**src/rtl/alu_mul_sequencer_pkg.sv**
```systemverilog
// Shared definitions for the multi-cycle MUL/MLA sequencer.
// Contents:
//   - ALU command encodings used on the shared execute-stage ALU.
//   - Bit positions inside the {N,Z,C,V} status nibble.
//   - Sequencer state type.
package alu_mul_sequencer_pkg;

  localparam logic [3:0] ALU_MOV = 4'b0001;
  localparam logic [3:0] ALU_MVN = 4'b1001;
  localparam logic [3:0] ALU_ADD = 4'b0010;
  localparam logic [3:0] ALU_ADC = 4'b0011;
  localparam logic [3:0] ALU_SUB = 4'b0100;
  localparam logic [3:0] ALU_SBC = 4'b0101;
  localparam logic [3:0] ALU_AND = 4'b0110;
  localparam logic [3:0] ALU_ORR = 4'b0111;
  localparam logic [3:0] ALU_EOR = 4'b1000;

  localparam int unsigned FLAG_N = 3;
  localparam int unsigned FLAG_Z = 2;
  localparam int unsigned FLAG_C = 1;
  localparam int unsigned FLAG_V = 0;

  typedef enum logic [1:0] {
    ST_IDLE = 2'b00,
    ST_ITER = 2'b01,
    ST_DONE = 2'b10
  } state_t;

endpackage

```
**src/rtl/alu_mul_sequencer.sv**
```systemverilog
// Multi-cycle shift-and-add MUL/MLA controller sharing the EX-stage ALU.
// While idle the ALU ports pass the EX-stage operands straight through; once a
// multiply starts, the sequencer owns the ALU (ADD of acc + mcand each
// iteration), stalls the pipeline, and presents the low WIDTH product bits
// together with an NZCV update in a single DONE cycle.
// Ports:
//   clk, rst                 clock, asynchronous active-high reset
//   start, accumulate        begin a multiply (IDLE only); 1 = MLA
//   setFlags, statusIn       S bit; current {N,Z,C,V}
//   opA, opB, opC            multiplicand, multiplier, accumulate operand
//   exeVal1/2, exeCommand,
//   exeCarry                 EX-stage ALU request, passed through when idle
//   aluVal1/2, aluCommand,
//   aluCarry, aluResult      shared ALU interface
//   stall, busy, done        pipeline freeze, not-idle, result-valid pulse
//   result, statusOut,
//   statusWrite              product, flags to write, flag write enable
module alu_mul_sequencer
  import alu_mul_sequencer_pkg::*;
#(
  parameter int unsigned WIDTH      = 32,
  parameter bit          EARLY_EXIT = 1'b1
) (
  input  logic             clk,
  input  logic             rst,
  input  logic             start,
  input  logic             accumulate,
  input  logic             setFlags,
  input  logic [WIDTH-1:0] opA,
  input  logic [WIDTH-1:0] opB,
  input  logic [WIDTH-1:0] opC,
  input  logic [3:0]       statusIn,
  input  logic [WIDTH-1:0] exeVal1,
  input  logic [WIDTH-1:0] exeVal2,
  input  logic [3:0]       exeCommand,
  input  logic             exeCarry,
  output logic [WIDTH-1:0] aluVal1,
  output logic [WIDTH-1:0] aluVal2,
  output logic [3:0]       aluCommand,
  output logic             aluCarry,
  input  logic [WIDTH-1:0] aluResult,
  output logic             stall,
  output logic             busy,
  output logic             done,
  output logic [WIDTH-1:0] result,
  output logic [3:0]       statusOut,
  output logic             statusWrite
);

  // Iteration count at which the multiply is complete (6-bit counter).
  localparam logic [5:0] CNT_LAST = 6'(WIDTH);

  state_t           state;
  state_t           state_next;
  logic [WIDTH-1:0] mcand;
  logic [WIDTH-1:0] mplier;
  logic [WIDTH-1:0] acc;
  logic [5:0]       cnt;
  logic             s_latched;

  logic [5:0]       cnt_inc;
  logic [WIDTH-1:0] mplier_shr;
  logic             iter_last;
  logic [3:0]       flags_done;

  assign cnt_inc    = cnt + 6'd1;
  assign mplier_shr = mplier >> 1;
  // Exit is decided on the post-update values so opB = 0 still spends one
  // ITER cycle and the highest set bit of opB is the last one processed.
  assign iter_last  = (cnt_inc == CNT_LAST) ||
                      (EARLY_EXIT && (mplier_shr == '0));

  // State register
  always_ff @(posedge clk or posedge rst) begin
    if (rst) begin
      state <= ST_IDLE;
    end else begin
      state <= state_next;
    end
  end

  // Next-state logic
  always_comb begin
    state_next = state;
    case (state)
      ST_IDLE: if (start) state_next = ST_ITER;
      ST_ITER: if (iter_last) state_next = ST_DONE;
      ST_DONE: state_next = ST_IDLE;
      default: state_next = ST_IDLE;
    endcase
  end

  // Multiply datapath
  always_ff @(posedge clk or posedge rst) begin
    if (rst) begin
      mcand     <= '0;
      mplier    <= '0;
      acc       <= '0;
      cnt       <= '0;
      s_latched <= 1'b0;
    end else begin
      case (state)
        ST_IDLE: begin
          if (start) begin
            mcand     <= opA;
            mplier    <= opB;
            acc       <= accumulate ? opC : '0;
            cnt       <= '0;
            s_latched <= setFlags;
          end
        end
        ST_ITER: begin
          if (mplier[0]) begin
            acc <= aluResult;
          end
          mcand  <= mcand << 1;
          mplier <= mplier_shr;
          cnt    <= cnt_inc;
        end
        default: ;
      endcase
    end
  end

  // N and Z come from the product; C and V are carried over from statusIn.
  always_comb begin
    flags_done         = statusIn;
    flags_done[FLAG_N] = acc[WIDTH-1];
    flags_done[FLAG_Z] = (acc == '0);
  end

  assign result = acc;

  // Output logic
  always_comb begin
    aluVal1     = exeVal1;
    aluVal2     = exeVal2;
    aluCommand  = exeCommand;
    aluCarry    = exeCarry;
    stall       = 1'b0;
    busy        = 1'b0;
    done        = 1'b0;
    statusOut   = '0;
    statusWrite = 1'b0;
    case (state)
      ST_IDLE: begin
        stall = start;
      end
      ST_ITER: begin
        aluVal1    = acc;
        aluVal2    = mcand;
        aluCommand = ALU_ADD;
        aluCarry   = 1'b0;
        stall      = 1'b1;
        busy       = 1'b1;
      end
      ST_DONE: begin
        busy        = 1'b1;
        done        = 1'b1;
        statusOut   = flags_done;
        statusWrite = s_latched;
      end
      default: ;
    endcase
  end

endmodule

```
**config.mk**
```make
export PLATFORM = sky130hd
export DESIGN_NAME = alu_mul_sequencer
export DESIGN_NICKNAME = d
export VERILOG_FILES = /design/src/rtl/alu_mul_sequencer_pkg.sv /design/src/rtl/alu_mul_sequencer.sv
export SDC_FILE = /design/constraint.sdc
export NUM_CORES = 1
export LEC_CHECK = 0
export ABC_AREA = 1
export CAP_MARGIN = 30
export CORE_UTILIZATION = 25
export CTS_CLUSTER_SIZE = 25
export DETAILED_ROUTE_END_ITERATION = 12
export DONT_BUFFER_PORTS = 1
export GPL_TIMING_DRIVEN = 0
export PLACE_DENSITY_LB_ADDON = 0.12
export SLEW_MARGIN = 5
export SYNTH_ARGS = -nofsm -noshare
export SYNTH_HDL_FRONTEND = slang
export SYNTH_SLANG_ARGS = --single-unit
```
**constraint.sdc**
```tcl
create_clock -name clk -period 6.9 [get_ports clk]
set_clock_uncertainty 0.15 [all_clocks]
set_input_delay 1.035 -clock clk [delete_from_list [all_inputs] [get_ports clk]]
set_output_delay 1.035 -clock clk [all_outputs]
set_load 0.05 [all_outputs]
```
* After elaboration in Yosys (flattened, before gate mapping)
Index checks and enable logic that the tools add are counted.
Widths: inputs -> output; s select.
** Word-level totals
- Bits in registers :: 105
- Input port bits :: 206
- Logic and storage cells :: 45
** Operators by class
- $add $sub $neg :: 1
- Equality and inequality tests :: 6
- Muxes and demuxes :: 22
- Reduce and logical (&&, ||, !) cells :: 10
** Operators by type and width (count)
- $mux 32 :: 7
- $pmux 32 s2 :: 3
- $logic_not 32->1 :: 2
- $pmux 6 s2 :: 1
- $mux 4 :: 2
- $add 6x1->6 const B :: 1
- $eq 6x6->1 const B :: 1
- $mux 6 :: 1
- $ne 2x2->1 const B :: 3
- $reduce_and 2->1 :: 3
- $mux 1 :: 4
- $mux 2 :: 2
- $pmux 2 s2 :: 1
- $reduce_and 3->1 :: 1
- $eq 2x1->1 const B :: 1
- $eq 2x2->1 const B :: 1
- $logic_not 2->1 :: 1
- $pmux 1 s2 :: 1
- $reduce_bool 2->1 :: 1
- $reduce_or 2->1 :: 1
- $logic_or 1x1->1 :: 1

* Longest topological paths before layout
- Word-level depth :: 5
- Gate-level depth with buffers :: 11
- Mapped depth without buffers :: 11

* Worst setup path before layout
No wires, ideal clock.
- Kind :: register to output
- From :: register state[1]
- To :: output port aluVal1[2]
- Arrival time :: 2.241 ns
- Setup slack :: 3.474 ns
- Stages on the path, launching flop included :: 8
- Cell sequence :: dfrtp_1 -> inv_1 -> ha_1 -> buf_2 -> inv_2 -> clkbuf_1 -> clkbuf_1 -> o21ai_0
** On the way
- Word-level cells in the longest chain between the ends :: 2
** RTL lines
- start: declaration :: RTL line alu_mul_sequencer.sv:53 : state_t state;
- start signal: assignment :: RTL line alu_mul_sequencer.sv:78 : state <= state_next;
- $eq 2x1->1 :: RTL line alu_mul_sequencer.sv:145 : case (state)
- $mux 32 :: RTL line alu_mul_sequencer.sv:145
- end: declaration :: RTL line alu_mul_sequencer.sv:37 : output logic [WIDTH-1:0] aluVal1,
Every way passes these cells.

* Worst setup path after layout
- From :: register state[1]
- To :: output port aluVal1[6]
Same word-level chain as after synthesis.

==> metrics.csv <==
stage;metric;value;unit
setup_path;nature of the critical path endpoint;output pin;
finish;synthesis-to-layout area growth;11.9;%
clocking;CTS max path bufs;2;
clocking;CTS tree;done;
route;Routed WL;22.6;mm
placed_design;Setup WS pre-CTS;2920;ps
synth;post-synthesis cell area;0.00580;sq mm
clocking;cts hold-fix bufs;0;
min_path;Hold Path Class;register to register;
placed_design;IO buf count;0;
global_route;first-pass GRT wire length;33.5;mm
synth;Mean Syn Cell Area;7.00;sq um
outcome;status;finished clean;
placed_design;hpwl dp;17.2;mm
finish;share of cells above drive strength 1;4.72;%
timing;crit share post-route;62.7;%
setup_path;CP Class;register to output pin;
clocking;clock buffer count from CTS;9;
floorplan;core area;0.0227;sq mm
global_route;largest net degree at the start of global routing;60;
synth;Syn Nets;1038;
setup_path;CP Launch Type;register;
route;DR vias/cell;5.01;
route;Final ANT Viol Nets;0;
synth;post-synthesis register bit count;105;
clocking;CTS H-tree lvls;3;
clocking;postcts setup bufs;0;
synth;sequential area share after synthesis;45.3;%
finish;# fillers;2617;
timing;highest clock rate;231;MHz
floorplan;Die Ht;154;microns
global_route;number of global-route vias before repair;5489;
timing;setup_tns;0;ps
finish;commonest non-fill, non-tap cell in the layout;nand2_1;
floorplan;Initial Util;25.5;%
global_route;initial antenna violation count;2;
synth;Post-Syn Instances;828;
setup_path;critical path peak fanout;10;
finish;Cell Count, Final, Fillers Out;1133;
finish;final net count;1052;
global_route;Total GRT Usage;18.9;%
timing;PnR worst setup slack;2580;ps
clocking;clk slew on worst S/H paths;70;ps
route;drt pass-1 iters;4;
synth;synth warn;0;
route;1st-iter DRT viols;253;
timing;Fin. Hold Viols;0;
route;Vias;5673;
clocking;clk sinks;105;
timing;Least-Margin Pin Slew;998;ps
clocking;Clock Latency Late Sink;350;ps
placed_design;Placed Instances;1116;
clocking;Post-CTS Resized;0;
power_and_ir_drop;leakage;3.00;nW
floorplan;Rows;55;
timing;RSZ-0062 raised after global routing;false;
placed_design;global placement routability congestion;0.782;
timing;post-layout min period;4320;ps
route;drt wl/cell;20.0;microns
power_and_ir_drop;PD cells;670;mW/mm^2
route;DRC violations left;0;
global_route;Congestion Overflow GR;0;
floorplan;I/O Pins;315;
setup_path;CP arrival;3140;ps
timing;worst hold margin;339;ps
timing;final setup violating endpoints;0;
floorplan;Die X;154;microns
timing;Final Max Tran Viols;0;
flow_run;Max Cap Viol;0;
timing;max_slew headroom;33.0;%
finish;final core utilization;28.6;%
clocking;CTS Root Cell;clkbuf_16;
setup_path;WP data required;5710;ps
power_and_ir_drop;worst vdd ir;0.224;mV
synth;Distinct cells, synth;22;
finish;commonest non-fill, non-tap cells in the layout;nand2_1, nor2_1, dfrtp_1;
floorplan;die footprint;0.0238;sq mm
## kinds of logic (layout without fill, tap and decap cells)
kind of cell,Yosys count,in the layout,synth area share (%)
other cells,0,1,0
simple gates,474,474,32.0
buf+inv,110,129,7.71
fa+ha+maj,4,4,0.864
compound gates,135,135,14.1
flops,105,105,45.3
## state kept, by name, summed over array words and instances (netlist names)
register and flops:
mcand 32, mplier 32, result 32, cnt 6, state 2, s_latched 1
## area by class of cell
cell class | count | area (sq um) | share of cell area [%]
Tap cell | 285 | 357 | 5.50
Antenna cell | 1 | 2.50 | 0.0386
Clock buffer | 13 | 260 | 4.01
Inverter | 53 | 204 | 3.14
Buffer | 57 | 248 | 3.82
Multi-Input combinational cell | 613 | 2720 | 42.0
Clock inverter | 3 | 23.8 | 0.367
Timing Repair Buffer | 3 | 42.5 | 0.656
Sequential cell | 105 | 2630 | 40.5
## synthesized netlist by cell type, drive strengths merged
| master | n | share of area, % |
|---|---|---|
| ha | 4 | 0.86 |
| o32ai | 1 | 0.15 |
| o21ai | 38 | 3.3 |
| inv | 53 | 3.4 |
| a31oi | 85 | 9.2 |
| a21oi | 1 | 0.086 |
| nand4 | 7 | 0.76 |
| nand2 | 306 | 20 |
| nor2 | 116 | 7.5 |
| buf | 23 | 2.1 |
| or2 | 1 | 0.11 |
| o21a | 1 | 0.13 |
| clkbuf | 34 | 2.2 |
| dfrtp | 105 | 45 |
| nor4 | 2 | 0.22 |
| nand3 | 40 | 3.5 |
| o211ai | 9 | 1.2 |
| nor3 | 2 | 0.17 |
## per-layer routing
| metal | vias to the layer above | share of wire (%) | global-route usage (%) |
|---|---|---|---|
| met4 | 0 | 2.0 | 6.22 |
| met2 | 242 | 47 | 31.6 |
| met3 | 27 | 7.6 | 5.02 |
| met1 | 2683 | 43 | 23.6 |
| met5 | - | 0 | 0 |
| li1 | 2721 | - | - |
## through the flow
stage          instance area [sq um]  power (mW)
3_5_place_dp                    6200        3.87
2_1_floorplan                   5800        3.29
5_1_grt                         6480        4.67
4_1_cts                         6480        4.40
6_report                        6490        4.34
3_3_place_gp                    6150        3.85
## where the power goes
| group | switching (mW) | internal (mW) |
|---|---|---|
| Clock | 0.255 | 0.268 |
| Combinational | 1.79 | 0.498 |
| Sequential | 0.608 | 0.921 |
| Total | 2.66 | 1.69 |
## critical path: stages, from the launching register on
cell      delay [ps]
dfrtp_1          380
inv_1             70
ha_1             170
buf_2            180
inv_2            110
clkbuf_1         570
clkbuf_1         690
nand2_1          200
nand2_1          420
## path summary, 6_finish.rpt
path / cells past startpoint / slack [ps] / endpoint / from
max: 8 / 2580 / aluVal1[6] / state[1]
min: 2 / 340 / s_latched / s_latched
max in group asynchronous: 2 / 5500 / result[28] / rst
min in group asynchronous: 1 / 430 / mcand[21] / rst
min reg2reg: 2 / 340 / s_latched / s_latched
max reg2reg: 7 / 4560 / mcand[31] / state[1]
Note: power is estimated with default switching activity, not from simulation.
